<file path="config.mk">
export PLATFORM = sky130hd
export DESIGN_NAME = ppu_sync_fifo
export DESIGN_NICKNAME = d
export VERILOG_FILES = /design/src/rtl/ppu_sync_fifo.sv
export SDC_FILE = /design/constraint.sdc
export NUM_CORES = 1
export LEC_CHECK = 0
export BUFFER_PORTS_ARGS = -buffer_cell sky130_fd_sc_hd__buf_2
export CAP_MARGIN = 15
export CORE_MARGIN = 4
export CORE_UTILIZATION = 60
export DETAILED_ROUTE_END_ITERATION = 8
export GPL_ROUTABILITY_DRIVEN = 0
export MAX_ROUTING_LAYER = met4
export PLACE_DENSITY = 0.78
export SLEW_MARGIN = 30
export SYNTH_ARGS = -nofsm -noshare
export SYNTH_HDL_FRONTEND = slang
export SYNTH_SLANG_ARGS = --single-unit
</file>
<file path="constraint.sdc">
create_clock -name clk -period 3.6 [get_ports clk]
set_clock_uncertainty 0.2 [all_clocks]
set_input_delay 0.54 -clock clk [delete_from_list [all_inputs] [get_ports clk]]
set_output_delay 0.54 -clock clk [all_outputs]
set_load 0.01 [all_outputs]
</file>
<file path="src/rtl/ppu_sync_fifo.sv">
// Generic synchronous FIFO with show-ahead output.
// dout is the oldest entry and is meaningful whenever empty is low.
// Push while full and pop while empty are ignored; clr empties the FIFO.
module ppu_sync_fifo #(
  parameter int unsigned W     = 8,
  parameter int unsigned DEPTH = 16
) (
  input  logic         clk,
  input  logic         rst,
  input  logic         clr,
  input  logic         push,
  input  logic         pop,
  input  logic [W-1:0] din,
  output logic [W-1:0] dout,
  output logic         full,
  output logic         empty
);

  localparam int unsigned AW = $clog2(DEPTH);

  logic [W-1:0] r_mem [DEPTH];
  logic [AW:0]  r_wr_ptr;
  logic [AW:0]  r_rd_ptr;
  logic         w_do_push;
  logic         w_do_pop;

  // Extra pointer MSB distinguishes full from empty when the indices match.
  assign empty     = (r_wr_ptr == r_rd_ptr);
  assign full      = (r_wr_ptr[AW] != r_rd_ptr[AW]) &&
                     (r_wr_ptr[AW-1:0] == r_rd_ptr[AW-1:0]);
  assign w_do_push = push && !full;
  assign w_do_pop  = pop && !empty;
  assign dout      = r_mem[r_rd_ptr[AW-1:0]];

  // Pointer update; clear has priority over any same-cycle traffic.
  always_ff @(posedge clk) begin
    if (rst || clr) begin
      r_wr_ptr <= '0;
      r_rd_ptr <= '0;
    end else begin
      if (w_do_push) r_wr_ptr <= r_wr_ptr + 1'b1;
      if (w_do_pop)  r_rd_ptr <= r_rd_ptr + 1'b1;
    end
  end

  // Storage write; contents need no reset since the pointers gate visibility.
  always_ff @(posedge clk) begin
    if (w_do_push && !clr && !rst) begin
      r_mem[r_wr_ptr[AW-1:0]] <= din;
    end
  end

endmodule

</file>
==> run summary, run 1 <==
The flow ran to the end, and the final reports show no timing, DRC or antenna violations. For the pin with the worst max-slew slack, the measured transition is 0.756 ns. The post-route worst hold slack came out at 0.149 ns. In this run, the number of DRC markers left after iteration 0 of detailed routing was 352. The run gives 0.51 ns as the clock latency on the worst-skew pair. After detailed routing, the average wire length per cell comes to 24.6 um. Buffers added to address setup during post-CTS repair amount to 0.

After technology mapping, the gate count stands at 281. In this run the number of H-tree levels came out at 4. Hold repair after CTS inserted 0 buffers. At the placement stage, the worst setup path has a slack of 0.865 ns. The share of the core filled with cells was 0.707. The die covers 0.0113 mm2. The tree built by TritonCTS fans out to 142 sinks.

The share of cells above drive strength 1 is 0.230. CTS clock-pin slew for the worst setup and hold paths: 0.06 ns. Data on the critical path arrives at its endpoint at 2.56 ns. During I/O placement, the number of pins put on the boundary was 23.

The logs give 0 for the number of DRC violations after detailed routing and 0 for the global-route congestion overflow total. The floorplan has 35 rows. Number of detailed-routing iterations run before antenna repair: 5. The tools report the synthesized area as 0.00579 mm2.

Number of max-cap violations: 0. Summed over all instances, the cell type with the most area after synthesis is sky130_fd_sc_hd__edfxtp_1. Across the VDD grid, the largest voltage drop is 470 uV.

The core region is 0.00933 mm2. For the sequential element share of the synthesized area, the log shows 0.713. The run gives 2.23 nW as the leakage power total. The power per standard cell area is 546 mW/mm2, and the number of warnings printed during yosys synthesis is 0. The flip-flop and latch count after synthesis was 142; the register-to-register setup slack was 0.82 ns. The number of nets produced by synthesis came out at 299. Fill cells in the final layout number 536. The detail-routed via count per cell is 6.25, and the post-DP HPWL is 6530 um.

The count of port buffers added during placement is 22. In this run the remaining antenna-violating nets after routing total 0. The fraction of synthesized cell area taken by the top area cell type was 0.664.

In the post-synthesis netlist, the biggest area contributors are sky130_fd_sc_hd__edfxtp_1 66%, sky130_fd_sc_hd__mux4_1 11%, sky130_fd_sc_hd__mux4_2 6.2%. The clock passes through at most 2 buffers. The die boundary height came out at 106 um.

The final total power was 3.60 mW; the total setup violations reported at the end of the flow was 0. The initial antenna violation count is 0, and the fraction of the cycle the final worst path needs is 0.917. Startpoint type of the worst setup path: a flip-flop.

The run gives 0 as the number of max-slew violations in the final report. In this run the worst hold path is classified as input port to flip-flop. The netlist uses 31 different library cells.

For the finished layout, the period the worst path requires is 3.30 ns. The die width is 106 um, and the number of global-route vias before repair is 2806. The largest net degree at the start of global routing is 33. The count of endpoints failing hold in the final timing report was 0.

The worst setup slack after layout was 0.299 ns. Dividing the synthesized area by the synthesized cell count gives 20.6 um2. The overall global routing resource usage came out at 0.223. In this run, CTS created clock tree buffers numbering 17.

Setup repair after global routing left no endpoint under its margin. The worst slew slack as a fraction of its limit came out at 0.496. TritonCTS built the clock tree. Starting utilization of the core area: 0.620. The number of antenna diodes in the final layout is 0. The data required time at the worst endpoint came out at 2.86 ns. The logs give 2843 for the total via count after detailed routing and 11200 um for the post-detailed-routing wire length. The critical path in this run is classified as flip-flop to primary output. The area growth from synthesis to layout is 13.9%. CTS placed an instance of sky130_fd_sc_hd__clkbuf_8 at the clock tree root. Summed over all failing endpoints, the final setup total negative slack is 0 ns.

Along the worst path, the maximum fanout reaches 24. Gates resized during post-CTS repair numbered 0. The run gives 17300 um as the global-route wire length before repair. The worst setup path is captured at a primary output. Based on the critical path, the design can be clocked at up to 0.303 GHz. At the end of the flow, the number of nets in the layout was 331.
## layout make-up
type                    instances  area, um2  area share
flip-flops and latches        142       4130       0.626
well taps                     129        161      0.0245
clock inverters                14        169      0.0256
multi-input cells             122       1550       0.235
inverters                       4       15.0     0.00228
clock buffers                  18        418      0.0634
repair buffers                 26        153      0.0232
## synthesized netlist by cell type, drive strengths merged
cell	instances
mux2i	9
nand3b	1
buf	10
mux4	40
and3	16
nor2	2
nand4b	1
nor4	1
and2	3
edfxtp	128
nand3	3
a21boi	1
o211ai	3
nand2	13
or3	5
xor2	5
xnor2	1
a21oi	6
clkbuf	3
a211o	1
inv	4
nor2b	2
nand4	4
dfxtp	14
ha	5
## placed cells by master, fill, tap and decap left out, types with 2 or more instances in the layout
master and n:
sky130_fd_sc_hd__a21oi_1 5, sky130_fd_sc_hd__and2_1 3, sky130_fd_sc_hd__and3_1 16, sky130_fd_sc_hd__buf_2 22, sky130_fd_sc_hd__buf_4 3, sky130_fd_sc_hd__bufinv_16 3
sky130_fd_sc_hd__clkbuf_16 16, sky130_fd_sc_hd__clkinv_2 4, sky130_fd_sc_hd__clkinv_4 4, sky130_fd_sc_hd__clkinvlp_4 2, sky130_fd_sc_hd__dfxtp_1 13, sky130_fd_sc_hd__edfxtp_1 128
sky130_fd_sc_hd__ha_1 5, sky130_fd_sc_hd__inv_1 4, sky130_fd_sc_hd__mux2i_1 9, sky130_fd_sc_hd__mux4_1 24, sky130_fd_sc_hd__mux4_2 16, sky130_fd_sc_hd__nand2_1 13
sky130_fd_sc_hd__nand3_1 3, sky130_fd_sc_hd__nand4_1 4, sky130_fd_sc_hd__nor2_1 2, sky130_fd_sc_hd__nor2b_1 2, sky130_fd_sc_hd__o211ai_1 3, sky130_fd_sc_hd__or3_1 5
sky130_fd_sc_hd__xor2_1 5
## worst paths after layout
check	start	end	cells past startpoint
setup / recovery	flip-flop	dout[1]	4
hold / removal	rst	r_rd_ptr[4]	3
setup reg to reg	r_rd_ptr[0]	r_mem[10][2]	5
hold reg to reg	r_wr_ptr[4]	r_wr_ptr[4]	2
## state kept, by name, summed over array words and instances, names as in the netlist, named ones only
name	cells
r_wr_ptr	5
r_mem	128
r_rd_ptr	5
## worst max-delay path, cell delays in order, from the launching register on
cell and delay [ns]:
sky130_fd_sc_hd__dfxtp_2 0.52, sky130_fd_sc_hd__buf_12 0.26, sky130_fd_sc_hd__mux4_1 0.63, sky130_fd_sc_hd__mux4_2 0.48
sky130_fd_sc_hd__buf_2 0.15
## routing by layer
metal | part of all wire | track usage | vias up
met5 | 0 | - | -
met2 | 0.51 | 0.342 | 127
li1 | - | - | 1251
met4 | 0.014 | 0.0592 | 0
met1 | 0.41 | 0.297 | 1447
met3 | 0.069 | 0.0686 | 18
## through the flow
step,area (um2),instances
2_1_floorplan,5790,281
4_1_cts,6590,455
6_report,6590,455
3_3_place_gp,6000,423
5_1_grt,6590,455
3_5_place_dp,6000,423
## logic make-up after synthesis
group | synth area share
and+or+nand+nor | 0.0487
muxes | 0.187
buffers and inverters | 0.0195
AOI/OAI and AO/OA | 0.0125
DFF | 0.713
adders and majority gates | 0.0108
xor gates and xnor gates | 0.00908
## report_power, final
| part | internal, mW | leakage (nW) | switching (mW) |
|---|---|---|---|
| clock network | 1.06 | 0.285 | 0.656 |
| registers | 1.80 | 1.26 | 0.00410 |
| logic | 0.0326 | 0.676 | 0.0498 |
No activity file was read; power rests on OpenSTA's default activity.
==> run 2: changes to the inputs <==
--- a/config.mk
+++ b/config.mk
@@ -6,7 +6,7 @@
 export NUM_CORES = 1
 export LEC_CHECK = 0
 export BUFFER_PORTS_ARGS = -buffer_cell sky130_fd_sc_hd__buf_2
-export CAP_MARGIN = 15
+export CAP_MARGIN = 20
 export CORE_MARGIN = 4
 export CORE_UTILIZATION = 60
 export DETAILED_ROUTE_END_ITERATION = 8
==> constraint.sdc (replaced) <==
create_clock -name clk -period 3.6 [get_ports clk]
set_clock_uncertainty 0.2 [all_clocks]
set_input_delay 0.36 -clock clk [delete_from_list [all_inputs] [get_ports clk]]
set_output_delay 0.36 -clock clk [all_outputs]
set_load 0.01 [all_outputs]
==> run 2 against run 1 <==
Critical endpoint is now dout[5]; utilization grew 1.0 points; first-iteration DRC count down 26%; setup slack improved by 0.099 ns; critical path type unchanged; clock power barely moved; critical path depth unchanged; highest routed layer unchanged.
==> run summary, run 2 (synthesis results as in run 1) <==
The run finished with clean final reports. The stage delay of the slowest cell on the critical path works out to 0.67 ns (was 0.63 ns). The path type of the worst min-delay path was input port to flip-flop (unchanged). The floorplan die area is 0.0113 mm2 (unchanged). Sequence of cells on the critical path: buf_4 > mux4_1 > mux4_2 > buf_2 (was buf_12 > mux4_1 > mux4_2 > buf_2). The worst setup slack after layout is 0.398 ns (was 0.299 ns), and the filler cell count in the final layout is 555 (was 536). The die width was 106 um (unchanged). The post-detailed-routing wire length came out at 11100 um (was 11200 um).

The post-DP HPWL is 6490 um (was 6530 um). The number of cells on the worst reg-to-reg path is 5 (unchanged). The startpoint type of the worst setup path is a flip-flop (unchanged). The number of diodes added for antenna fixing was 0 (unchanged); the detail-routed net length per standard cell was 24.0 um (was 24.6 um). The starting utilization of the core area was 0.620 (unchanged). The register-to-register setup slack is 0.78 ns (was 0.82 ns), and the number of nets in the layout is 338 (was 331).

The number of nets with antenna violations after detailed routing came out at 0 (unchanged). The detail-routed via count per cell was 6.10 (was 6.25). The final setup TNS came out at 0 ns (unchanged). The setup slack at placement is 0.900 ns (was 0.865 ns). The wire length on met3 is 642 um (was 776 um), and the power per standard cell area is 544 mW/mm2 (was 546 mW/mm2). Area added between synthesis and finish: 15.5% (was 13.9%).

The number of flip-flops in the largest register is 128 (unchanged). Buffer type at the clock tree root: sky130_fd_sc_hd__clkbuf_8 (unchanged). The share of cells above drive strength 1 is 0.219 (was 0.230), and the count of endpoints failing hold in the final timing report is 0 (unchanged). The cell depth of the worst min-delay path is 1 (was 3). Data required time at the worst endpoint: 3.04 ns (was 2.86 ns). The critical path arrival is 2.64 ns (was 2.56 ns). The total via count after detailed routing was 2820 (was 2843); the row count was 35 (unchanged). TritonCTS built the clock tree. The end of the worst hold path was r_mem[9][7] (was r_rd_ptr[4]). The number of detailed-routing iterations run before antenna repair was 5 (unchanged). The clock period minus final worst setup slack came out at 3.20 ns (was 3.30 ns). The worst slew slack as a fraction of its limit was 0.466 (was 0.496); the number of max-cap violations was 0 (unchanged). The level count of the clock H-tree was 4 (unchanged); the met1 layer wirelength in the final routing was 4780 um (was 4600 um). Type of the worst setup path: flip-flop to primary output (unchanged). The global-route wire length before repair is 17300 um (about the same). The number of gates given a new drive strength after cts is 0 (unchanged).

The largest net degree at the start of global routing came out at 33 (unchanged). The core area came out at 0.00933 mm2 (unchanged). Number of DRC violations after detailed routing: 0 (unchanged). The logs give 2 (unchanged) for the maximum clock path buffer count and 17 (unchanged) for the clock buffer count from CTS. The maximum vdd drop was 362 uV (was 470 uV).

The reg-to-reg endpoint is r_mem[11][1] (was r_mem[10][2]). The CTS clock-pin slew for the worst setup and hold paths is 0.06 ns (about the same). The initial antenna violation count came out at 0 (unchanged).

The tools report the leakage power total as 2.28 nW (was 2.23 nW). Setup repair after global routing left no endpoint under its margin. The number of max-slew violations in the final report came out at 0 (unchanged). For the global-route congestion overflow total, the log shows 0 (unchanged).

Peak fanout along the critical path: 32 (was 24). The worst hold path startpoint was din[7] (was rst). The capturing element type of the critical path is a primary output (unchanged).

The top achievable clock speed was 0.312 GHz (was 0.303 GHz); the count of port buffers added during placement was 22 (unchanged). The I/O pin count is 23 (unchanged), and the total setup violations reported at the end of the flow is 0 (unchanged). The met2 wire length is 5580 um (was 5640 um). The uppermost layer routed is met4 (unchanged). Most frequent cells in the layout: 128 x sky130_fd_sc_hd__edfxtp_1, 24 x sky130_fd_sc_hd__mux4_1, 22 x sky130_fd_sc_hd__clkbuf_16, 22 x sky130_fd_sc_hd__buf_2 (was 128 x sky130_fd_sc_hd__edfxtp_1, 24 x sky130_fd_sc_hd__mux4_1, 22 x sky130_fd_sc_hd__buf_2). The number of global-route vias before repair is 2871 (was 2806).

The slew at the pin with the worst max-slew slack was 0.801 ns (was 0.756 ns); the first-iteration detailed-routing DRC count was 261 (was 352). The run gives 0.223 (about the same) as the overall global routing resource usage. The cell with the largest stage delay on the worst path was sky130_fd_sc_hd__mux4_1 (unchanged). Die boundary height: 106 um (unchanged). The clock latency on the worst-skew pair came out at 0.51 ns (about the same). The startpoint of the most critical register-to-register path is r_rd_ptr[2] (was r_rd_ptr[0]).

The most common cell after layout, fill and taps aside was sky130_fd_sc_hd__edfxtp_1 (unchanged). The fraction of the cycle the final worst path needs is 0.889 (was 0.917), and the clock net sink count is 142 (unchanged). The final total power came out at 3.64 mW (was 3.60 mW).
==> run 2: cell types whose count changed in the layout (fill, tap and decap cells not counted), sizes merged <==
cell,delta
clkinvlp,-2
bufinv,-3
clkinv,-4
clkbuf,+9
dlygate4sd3,+7
==> run 2: routing by layer <==
layer | up-vias | global-route usage
met2 | 123 | 0.329
met4 | 0 | 0.0759
li1 | 1267 | -
met3 | 7 | 0.0516
met1 | 1423 | 0.314
met5 | - | -
==> run 2: worst max-delay path by stage <==
| stage | end | startpoint | slack, ns |
|---|---|---|---|
| after floorplan | dout[0] | flip-flop | 1.45 |
| after global placement | dout[4] | flip-flop | 0.98 |
| after detailed placement | r_mem[11][6] | r_wr_ptr[2] | 0.90 |
| after CTS | dout[5] | flip-flop | 0.36 |
| after global routing | dout[5] | flip-flop | 0.32 |
| final | dout[5] | flip-flop | 0.40 |
==> run 2: report_power, final <==
group | total (mW) | leakage (nW) | switching [mW] | internal, mW
Clock | 1.74 | 0.310 | 0.629 | 1.12
Sequential | 1.80 | 1.26 | 0.00280 | 1.80
Combinational | 0.0898 | 0.701 | 0.0529 | 0.0369
==> run 2: layout make-up <==
type / count / area [um2] / share of cell area
flip-flops and latches: 142 / 4130 / 0.617
clock inverters: 5 / 33.8 / 0.00505
inverters: 4 / 15.0 / 0.00225
multi-input cells: 122 / 1550 / 0.232
repair buffers: 33 / 210 / 0.0314
clock buffers: 27 / 589 / 0.0882
well taps: 129 / 161 / 0.0241
==> run 2: metrics by stage <==
| stage | cell area, um2 | hold slack, ns | instances | util |
|---|---|---|---|---|
| finish | 6690 | 0.0179 | 462 | 0.717 |
| global route | 6690 | 0.0150 | 462 | 0.717 |
| CTS | 6690 | 0.00104 | 462 | 0.717 |
| detailed placement | 5990 | 0.304 | 423 | 0.642 |
| global placement | 5990 | 0.292 | 423 | 0.642 |
| floorplan | 5790 | 0.259 | 281 | - |
==> run 2: worst max-delay path: cells and delay by family, from the launching register on <==
kind,cells,cell delay (ns)
DFF,1,0.31
buffers and inverters,2,0.61
muxes,2,1.18
==> run 2: what timing repair did <==
| action | 4_1_cts | 5_1_grt |
|---|---|---|
| buffers inserted | 0 | 0 |
| hold buffers | 7 | 0 |
| endpoints found under the hold margin | 24 | 0 |
==> run 3: changes to the inputs <==
--- a/config.mk
+++ b/config.mk
@@ -11,7 +11,6 @@
 export CORE_UTILIZATION = 60
 export DETAILED_ROUTE_END_ITERATION = 8
 export GPL_ROUTABILITY_DRIVEN = 0
-export MAX_ROUTING_LAYER = met4
 export PLACE_DENSITY = 0.78
 export SLEW_MARGIN = 30
 export SYNTH_ARGS = -nofsm -noshare
==> constraint.sdc (replaced) <==
create_clock -name clk -period 3.9 [get_ports clk]
set_clock_uncertainty 0.2 [all_clocks]
set_input_delay 0.39 -clock clk [delete_from_list [all_inputs] [get_ports clk]]
set_output_delay 0.39 -clock clk [all_outputs]
set_load 0.01 [all_outputs]
==> run 3 against run 2 <==
Sequential power fell by 7%; register-to-register slack better by 0.38 ns; count of clock-buffer cells in the layout decreased by 7; setup slack better by 0.19 ns; utilization down 1.0 points.
==> run summary, run 3 (synthesis results as in run 1) <==
The run gives 1.16 ns (was 0.78 ns) as the register-to-register setup slack. The share of cells above drive strength 1 was 0.225 (was 0.219). The area added between synthesis and finish came out at 13.9% (was 15.5%). The overall global routing resource usage is 0.225 (was 0.223), and the top achievable clock speed is 0.302 GHz. The count of port buffers added during placement came out at 22 (unchanged). Share of total power in sequential cells: 0.512 (was 0.496). The run gives 0 ns (unchanged) as the final setup TNS. For the filler cell count in the final layout, the log shows 549 (was 555). The initial antenna violation count is 0 (unchanged).

The type of the worst setup path was flip-flop to primary output (unchanged). Clock buffer count from CTS: 17 (unchanged). The I/O pin count was 23 (unchanged). The tools report the worst slew slack as a fraction of its limit as 0.502 (was 0.466). The data required time at the worst endpoint came out at 3.31 ns (was 3.04 ns). Setup repair after global routing left no endpoint under its margin. The run gives 324 uV (was 362 uV) as the maximum vdd drop. TritonCTS built the clock tree. The number of nets in the layout is 334 (was 338), and the CTS clock-pin slew for the worst setup and hold paths is 0.06 ns (about the same). The most common cell after layout, fill and taps aside was sky130_fd_sc_hd__edfxtp_1 (unchanged). The tools report the post-layout instance area as 0.00659 mm2 (was 0.00669 mm2). The flow ran to the end, and the final reports show no timing, DRC or antenna violations. The detail-routed via count per cell is 6.26 (was 6.10). The tools report the number of max-cap violations as 0 (unchanged). Share of the core filled with cells: 0.707 (was 0.717). Die boundary height: 106 um (unchanged). For the number of buffers inserted by post-CTS setup repair, the log shows 0 (unchanged). Reg-to-reg endpoint: r_mem[2][1] (was r_mem[11][1]). The number of global-route vias before repair is 2994 (was 2871), and the clock period minus final worst setup slack is 3.31 ns.

The cell depth of the worst min-delay path is 1 (unchanged), and the die width is 106 um (unchanged). The number of detailed-routing iterations run before antenna repair came out at 5 (unchanged). The power per standard cell area works out to 493 mW/mm2 (was 544 mW/mm2). For the post-route worst hold slack, the log shows 0.0386 ns (was 0.0179 ns).

Most frequent cells in the layout: 128 x sky130_fd_sc_hd__edfxtp_1, 24 x sky130_fd_sc_hd__mux4_1, 22 x sky130_fd_sc_hd__buf_2 (was 128 x sky130_fd_sc_hd__edfxtp_1, 24 x sky130_fd_sc_hd__mux4_1, 22 x sky130_fd_sc_hd__clkbuf_16, 22 x sky130_fd_sc_hd__buf_2). Net switching power: 0.640 mW (was 0.685 mW). Capturing element type of the critical path: a primary output (unchanged).

Post-detailed-routing wire length: 11400 um (was 11100 um). The number of max-slew violations in the final report came out at 0 (unchanged). The level count of the clock H-tree is 4 (unchanged), and the floorplan die area is 0.0113 mm2 (unchanged).

The path type of the worst min-delay path was input port to flip-flop (unchanged). The count of hold buffers inserted by post-cts repair is 3 (was 7), and the fraction of the cycle the final worst path needs is 0.849. The peak fanout along the critical path was 18 (was 32). The run gives 458 (was 462) as the non-filler instance count after layout. The clock latency on the worst-skew pair came out at 0.52 ns (was 0.51 ns). The switching share of total power is 0.197 (was 0.188), and the maximum clock path buffer count is 2 (unchanged).

The number of nets with antenna violations after detailed routing is 0 (unchanged), and the share of power burned in the clock network is 0.464 (was 0.480). The detail-routed net length per standard cell was 25.0 um (was 24.0 um); the number of gates given a new drive strength after cts was 0 (unchanged). The tools report the end of the worst hold path as r_mem[11][5] (was r_mem[9][7]). The global-route wire length before repair was 17900 um (was 17300 um); the placement-stage cell area was 0.00600 mm2 (was 0.00599 mm2). Post-DP HPWL: 6730 um (was 6490 um). The combinational cell fraction of total power is 0.024 (was 0.025). Buffer type at the clock tree root: sky130_fd_sc_hd__clkbuf_8 (unchanged).

The number of flip-flops in the largest register was 128 (unchanged); the cell internal power dissipation was 2.61 mW (was 2.95 mW). The tools report the total via count after detailed routing as 2869 (was 2820). The leakage power total was 2.22 nW (was 2.28 nW).

The slew at the pin with the worst max-slew slack is 0.747 ns (was 0.801 ns). The row count is 35 (unchanged). The startpoint type of the worst setup path is a flip-flop (unchanged). The critical path arrival is 2.72 ns (was 2.64 ns). For the global-route congestion overflow total, the log shows 0 (unchanged).

Startpoint of the most critical register-to-register path: r_wr_ptr[2] (was r_rd_ptr[2]). The clock net sink count is 142 (unchanged). The number of cells on the worst reg-to-reg path was 5 (unchanged); the largest net degree at the start of global routing was 33 (unchanged).

The tools report the worst hold path startpoint as din[5] (was din[7]). The tools report the number of diodes added for antenna fixing as 0 (unchanged). The total setup violations reported at the end of the flow is 0 (unchanged). The count of endpoints failing hold in the final timing report is 0 (unchanged), and the number of DRC violations after detailed routing is 0 (unchanged). The core area was 0.00933 mm2 (unchanged); the starting utilization of the core area was 0.620 (unchanged). The cell count after placement is 423 (unchanged), and the first-iteration detailed-routing DRC count is 269 (was 261).
==> run 3: cell count changes in the layout (fill, tap and decap cells not counted) <==
| cell | before | now |
|---|---|---|
| sky130_fd_sc_hd__clkinv_4 | 2 | 1 |
| sky130_fd_sc_hd__clkbuf_16 | 22 | 16 |
| sky130_fd_sc_hd__inv_4 | 1 | 0 |
| sky130_fd_sc_hd__dlygate4sd3_1 | 7 | 3 |
| sky130_fd_sc_hd__buf_12 | 0 | 1 |
| sky130_fd_sc_hd__bufinv_16 | 0 | 2 |
| sky130_fd_sc_hd__buf_4 | 4 | 3 |
| sky130_fd_sc_hd__clkinv_2 | 2 | 6 |
| sky130_fd_sc_hd__clkinvlp_4 | 0 | 3 |
| sky130_fd_sc_hd__clkbuf_1 | 3 | 2 |
==> run 3: how the worst max path moves through the flow <==
stage	endpoint	slack, ns
floorplan	dout[0]	1.72
global placement	dout[3]	1.16
detailed placement	dout[2]	1.12
CTS	dout[4]	0.51
global route	dout[4]	0.46
finish	dout[4]	0.59
==> run 3: cell type report <==
class	instances	area, um2	area share
inverter	4	15.0	0.00228
clock inverter	12	121	0.0184
timing repair buffer	29	183	0.0277
clock buffer	20	435	0.0661
tap	129	161	0.0245
sequential	142	4130	0.626
multi-input combinational	122	1550	0.235
==> run 3: routing by layer <==
layer	share of wire	up-vias	global-route usage	wire length (um)
met4	0.019	0	0.0842	213
met1	0.40	1441	0.308	4610
met3	0.074	20	0.0619	849
met2	0.50	147	0.351	5760
li1	-	1261	-	-
met5	0	-	0	0
==> run 3: power by group through the flow <==
| stage | Sequential [mW] | Clock [mW] | Combinational (mW) |
|---|---|---|---|
| final | 1.67 | 1.51 | 0.0773 |
| after global routing | 1.67 | 1.61 | 0.0852 |
| after CTS | 1.67 | 1.53 | 0.0773 |
| after detailed placement | 1.70 | 0 | 0.0746 |
| after global placement | 1.70 | 0 | 0.0707 |
| after floorplan | 1.70 | 0 | 0.0420 |
==> run 3: worst max-delay path, cell delays in order, from the launching register on <==
cell and delay [ns]:
sky130_fd_sc_hd__dfxtp_2 0.72, sky130_fd_sc_hd__buf_12 0.24, sky130_fd_sc_hd__mux4_1 0.59, sky130_fd_sc_hd__mux4_2 0.47, sky130_fd_sc_hd__buf_2 0.15
==> run 3: stage by stage <==
step | power, mW | setup WS (ns)
3_3_place_gp | 1.77 | 1.16
3_5_place_dp | 1.77 | 1.12
5_1_grt | 3.36 | 0.459
2_1_floorplan | 1.74 | 1.72
6_report | 3.25 | 0.590
4_1_cts | 3.27 | 0.511
